===== src/rtl/alu_req_scheduler.sv =====
// Round-robin scheduler sharing one combinational ALU between two requesters.
// Drives one-cycle clock-gate enables per op class and returns results over valid/ready.

module alu_sat_cnt #(
    parameter int CNT_W = 16
) (
    input  logic             clk,
    input  logic             rst,
    input  logic             inc,
    output logic [CNT_W-1:0] cnt
);
    always_ff @(posedge clk) begin
        if (rst)
            cnt <= '0;
        else if (inc && (cnt != {CNT_W{1'b1}}))
            cnt <= cnt + CNT_W'(1);
    end
endmodule

module alu_req_scheduler #(
    parameter int WIDTH = 8,
    parameter int CNT_W = 16
) (
    input  logic             clk,
    input  logic             rst,
    input  logic [1:0]       req_valid,
    output logic [1:0]       req_ready,
    input  logic [3:0]       req_op0,
    input  logic [3:0]       req_op1,
    input  logic [WIDTH-1:0] req_a0,
    input  logic [WIDTH-1:0] req_b0,
    input  logic [WIDTH-1:0] req_a1,
    input  logic [WIDTH-1:0] req_b1,
    output logic [3:0]       alu_op,
    output logic [WIDTH-1:0] alu_a,
    output logic [WIDTH-1:0] alu_b,
    input  logic [WIDTH-1:0] alu_result,
    output logic             arith_en,
    output logic             logic_en,
    output logic             rsp_valid,
    input  logic             rsp_ready,
    output logic             rsp_id,
    output logic [WIDTH-1:0] rsp_data,
    output logic             rsp_err,
    output logic             busy,
    output logic [CNT_W-1:0] arith_cnt,
    output logic [CNT_W-1:0] logic_cnt
);
    typedef enum logic [1:0] {IDLE, EXEC, RESP} state_t;

    typedef struct packed {
        logic [3:0]       op;
        logic [WIDTH-1:0] a;
        logic [WIDTH-1:0] b;
    } req_t;

    state_t               state, state_nxt;
    req_t   [1:0]         req;
    logic                 rr;
    logic                 win;
    logic                 grant;
    logic                 is_arith, is_logic, illegal;
    logic   [1:0]         cnt_inc;
    logic   [1:0][CNT_W-1:0] cnt_q;

    assign req[0] = {req_op0, req_a0, req_b0};
    assign req[1] = {req_op1, req_a1, req_b1};

    // Grant is suppressed under reset so no requester sees a handshake that is then lost.
    always_comb begin
        win       = (req_valid == 2'b11) ? ~rr : req_valid[1];
        grant     = (state == IDLE) && (req_valid != 2'b00) && !rst;
        req_ready = 2'b00;
        if (grant)
            req_ready[win] = 1'b1;
    end

    always_comb begin
        is_arith = 1'b0;
        is_logic = 1'b0;
        case (alu_op)
            4'b0000, 4'b0001, 4'b0111: is_arith = 1'b1;
            4'b0010, 4'b0011, 4'b0100: is_logic = 1'b1;
            default: ;
        endcase
        illegal = !(is_arith || is_logic);
    end

    always_comb begin
        state_nxt = state;
        arith_en  = 1'b0;
        logic_en  = 1'b0;
        rsp_valid = 1'b0;
        case (state)
            IDLE: if (grant) state_nxt = EXEC;
            EXEC: begin
                arith_en  = is_arith;
                logic_en  = is_logic;
                state_nxt = RESP;
            end
            RESP: begin
                rsp_valid = 1'b1;
                if (rsp_ready) state_nxt = IDLE;
            end
            default: state_nxt = IDLE;
        endcase
    end

    // Operand registers only load on a grant so the ALU inputs stay quiet while idle.
    always_ff @(posedge clk) begin
        if (rst) begin
            state    <= IDLE;
            busy     <= 1'b0;
            rr       <= 1'b0;
            alu_op   <= '0;
            alu_a    <= '0;
            alu_b    <= '0;
            rsp_id   <= 1'b0;
            rsp_data <= '0;
            rsp_err  <= 1'b0;
        end else begin
            state <= state_nxt;
            busy  <= (state_nxt != IDLE);
            if (grant) begin
                rr     <= win;
                alu_op <= req[win].op;
                alu_a  <= req[win].a;
                alu_b  <= req[win].b;
                rsp_id <= win;
            end
            if (state == EXEC) begin
                rsp_data <= illegal ? '0 : alu_result;
                rsp_err  <= illegal;
            end
        end
    end

    assign cnt_inc = {logic_en, arith_en};

    for (genvar g = 0; g < 2; g++) begin : g_cnt
        alu_sat_cnt #(.CNT_W(CNT_W)) u_cnt (
            .clk (clk),
            .rst (rst),
            .inc (cnt_inc[g]),
            .cnt (cnt_q[g])
        );
    end

    assign arith_cnt = cnt_q[0];
    assign logic_cnt = cnt_q[1];
endmodule


===== config.mk =====
export PLATFORM = sky130hd
export DESIGN_NAME = alu_req_scheduler
export DESIGN_NICKNAME = d
export VERILOG_FILES = /design/src/rtl/alu_req_scheduler.sv
export SDC_FILE = /design/constraint.sdc
export NUM_CORES = 1
export LEC_CHECK = 0
export BUFFER_PORTS_ARGS = -buffer_cell sky130_fd_sc_hd__buf_2
export CORE_AREA = 2 2 72 109
export CTS_BUF_LIST = sky130_fd_sc_hd__clkbuf_4 sky130_fd_sc_hd__clkbuf_8
export CTS_CLUSTER_DIAMETER = 30
export DETAILED_ROUTE_END_ITERATION = 7
export DIE_AREA = 0 0 74 111
export PLACE_DENSITY = 0.85
export SLEW_MARGIN = 40
export SYNTH_ARGS = -nofsm -noshare
export SYNTH_HDL_FRONTEND = slang
export SYNTH_HIERARCHICAL = 1
export SYNTH_SLANG_ARGS = --single-unit

===== constraint.sdc =====
create_clock -name clk -period 1.9 [get_ports clk]
set_input_delay 0.19 -clock clk [delete_from_list [all_inputs] [get_ports clk]]
set_output_delay 0.19 -clock clk [all_outputs]
set_load 0.1 [all_outputs]

==> results_dict.tcl <==
set metrics [dict create \
    period_share 0.948 \
    via_per_inst 5.48 \
    clockPowerShare 0.324 \
    syn-num-nets 433 \
    min-delay-start "alu_result[1]" \
    cts_hold_buffers 0 \
    required_ns 2.18 \
    status "complete, no violations" \
    critPathTopFamily "simple AND/OR/NAND/NOR gates" \
    avgSynthCellArea_um2 8.69 \
    cp_max_fo 7 \
    n_antenna_cell 0 \
    critical-path-max-stage-delay_ns 0.32 \
    holdPathStages 3 \
    synth_compound_area_frac 0.235 \
    cts_tree "done" \
    io_pins 121 \
    core_mm2 0.00737 \
    drc_errors 0 \
    min_period_ns 1.80 \
    r2r_start "state[1]$_SDFF_PP0_" \
    area_delta_synth_final_pct 34.9 \
    dp_hpwl_um 6520 \
    vias 3356 \
    holdWs_ns 0.0897 \
    num-nets-final 561 \
    drive_above_1_share 0.429 \
    yosysWarnings 6 \
    drt_iter0_drc 147 \
    fillers 656 \
    power.switching_mw 1.34 \
    cts_inserted_buffers 9 \
    synthSimpleGateAreaFrac 0.284 \
    internal-power_mw 2.36 \
    clk_pin_slew_ns 0.08 \
    stdcell_area_mm2 0.00443 \
    wire_per_inst_um 14.1 \
    hold_path.class "input port to register" \
    firstDrtPassIters 6 \
    syn_area_mm2 0.00328 \
    post_dp_cell_area_mm2 0.00421 \
    swShare 0.362 \
    yosys_register_bits 65 \
    grt_pass1_vias 3273 \
    synth_xor_area_frac 0.0133 \
    synth_top_family_by_area "simple AND/OR/NAND/NOR gates" \
    seqPwrFrac 0.401 \
    ctsRootBufferMaster "clkbuf_8" \
    core.rowCount 39 \
    final_common_cell "buf_2" \
    r2r_cells 7 \
    antenna_found_initial 0 \
    timing.fmax_ghz 0.555 \
    tightest_slew_ns 0.543 \
    clk_latency_ns 0.34 \
    track_usage 0.221 \
    rrSetupSlack_ns 0.1 \
    ys_seq_area_frac 0.396 \
    cp.arrival_ns 2.08 \
    place.gp.congestion 0.858 \
    setup-violations-final 0 \
    h-tree-depth 3 \
    slew_headroom 0.633 \
    hold_violations 0 \
    grt.overflow.total 0 \
    r2r-end "g_cnt[1].u_cnt/cnt[6]$_SDFFE_PP0P_" \
    die_w_um 74 \
    crit_path_end_kind "register" \
    crit_buf_inv 1 \
    peakVddDrop_uv 538 \
    dieHeight_um 111 \
    ys_async_sr_fraction 0 \
    power_frac_comb 0.275 \
    leakagePower_nw 1.84 \
    wirelength_um 8610 \
    min_to "rsp_data[1]$_SDFFE_PP0P_" \
    antenna_left 0 \
    maxCapViolCount 0 \
    synthAdderAreaFrac 0.00762 \
    start_util 0.446 \
    synth_edf_count 0 \
    port_buffers 120 \
    grt_max_degree 58 \
    cts.path.max_buffers 2 \
    start_kind "register" \
    mostFrequentLayoutCells "116 x buf_2, 61 x nand2_1, 47 x dfxtp_1" \
    crit_slowest_cell "or3_1" \
    critPathKind "register to register" \
    synth_mux_area_frac 0.0160 \
    clock_sinks 65 \
    grt_setup_unrepaired "yes" \
    p_per_area_mw_per_mm2 834 \
    fp.dieArea_mm2 0.00821 \
    syn_inst 378 \
    slew_viol_final 0 \
    grt_pass1_wl_um 14600 \
    worstPathCellList "nand2b_2 -> nor3_4 -> buf_6 -> and4_1 -> o41ai_1 -> or3_1 -> a21oi_1" \
    fin_skew_ns 0.0110 \
    ys_types 47 \
    synth_flop_cell "dfxtp_1" \
]
-- flip-flops by register name, indices dropped and copies added, names as in the netlist --
register and cells:
alu_a 8, rr 1, rsp_err 1, rsp_data 8, alu_b 8, alu_op 4, busy 1, state 2
g_cnt.u_cnt/cnt 32
-- power groups by stage --
stage / clock (mW) / sequential, mW / combinational [mW]
final: 1.20 / 1.48 / 1.02
after global routing: 1.29 / 1.49 / 1.07
after CTS: 1.23 / 1.48 / 1.01
after detailed placement: 0 / 1.51 / 1.01
after global placement: 0 / 1.51 / 0.994
after floorplan: 0 / 1.97 / 0.339
-- worst max path at each step --
stage | from | end | slack (ns) | depth (start not counted)
after detailed placement | alu_op[0]$_SDFFE_PP0P_ | g_cnt[1].u_cnt/cnt[6]$_SDFFE_PP0P_ | 0.06 | 8
after global placement | alu_op[0]$_SDFFE_PP0P_ | g_cnt[1].u_cnt/cnt[6]$_SDFFE_PP0P_ | 0.09 | 8
after floorplan | alu_op[2]$_SDFFE_PP0P_ | g_cnt[0].u_cnt/cnt[11]$_SDFFE_PP0P_ | -0.74 | 6
final | state[1]$_SDFF_PP0_ | g_cnt[1].u_cnt/cnt[6]$_SDFFE_PP0P_ | 0.1 | 7
after CTS | state[0]$_SDFF_PP0_ | req_ready[1] | 0.01 | 6
after global routing | state[1]$_SDFF_PP0_ | g_cnt[1].u_cnt/cnt[6]$_SDFFE_PP0P_ | -0.009 | 7
-- area by class of cell --
class                           count  area (µm²)  share of cell area
Multi-Input combinational cell    280        1900               0.429
Sequential cell                    65        1330               0.301
Timing Repair Buffer              141         838               0.189
Clock buffer                       12         159              0.0359
Tap cell                          102         128              0.0288
Clock inverter                      3        40.0             0.00904
Inverter                            9        33.8             0.00763
-- layer usage --
metal	routed length, µm	share of wire	global-route usage	vias to the layer above
met5	0	0	0	-
met4	225	0.026	0.0848	0
met3	475	0.055	0.0600	21
met2	4570	0.53	0.382	113
met1	3340	0.39	0.249	1562
li1	-	-	-	1660
-- synthesized netlist by cell type (4+ instances only) --
library cell | n | area [µm²]
nand4_1 | 6 | 37.5
a311oi_2 | 19 | 285
clkbuf_1 | 8 | 30.0
nor4_1 | 4 | 25.0
inv_1 | 7 | 26.3
nor2_1 | 14 | 52.6
or4_1 | 14 | 105
nor3_1 | 10 | 50.1
nor2b_1 | 5 | 31.3
o21ai_0 | 8 | 40.0
a21oi_1 | 42 | 210
nand2_1 | 61 | 229
and4_1 | 6 | 52.6
nand3_1 | 22 | 110
xnor2_1 | 4 | 35.0
o21ai_1 | 8 | 40.0
or3_1 | 6 | 37.5
buf_2 | 9 | 45.0
dfxtp_1 | 65 | 1300
o31ai_1 | 12 | 90.1
-- per-stage QoR --
step	cells	setup TNS [ns]	total power, mW	worst slack (ns)	util
after global routing	612	-0.00894	3.85	-0.00894	0.601
after global placement	595	0	2.50	0.0915	0.571
after floorplan	378	-19.71	2.31	-0.743	-
final	612	0	3.70	0.0991	0.601
after detailed placement	595	0	2.52	0.0624	0.571
after CTS	610	0	3.72	0.0118	0.598
-- cell families (layout without fill, tap and decap cells) --
family / after synthesis / count (layout)
DFF: 65 / 65
xor gates and xnor gates: 5 / 5
AOI/OAI and AO/OA: 101 / 101
buffers and inverters: 33 / 165
and+or+nand+nor: 167 / 167
adders and majority gates: 2 / 2
muxes: 5 / 5
-- timing repair --
action	4_1_cts	5_1_grt
gates resized for setup	0	3
buffers inserted	0	2
setup endpoints to repair	0	2
-- worst reg2reg max path, cell delays in order (launching register included) --
cell and delay, ns:
dfxtp_1 0.30, nand2b_2 0.23, nor3_4 0.23, buf_6 0.16
and4_1 0.24, o41ai_1 0.13, or3_1 0.32, a21oi_1 0.14
Note: power is estimated with default switching activity, not from simulation.
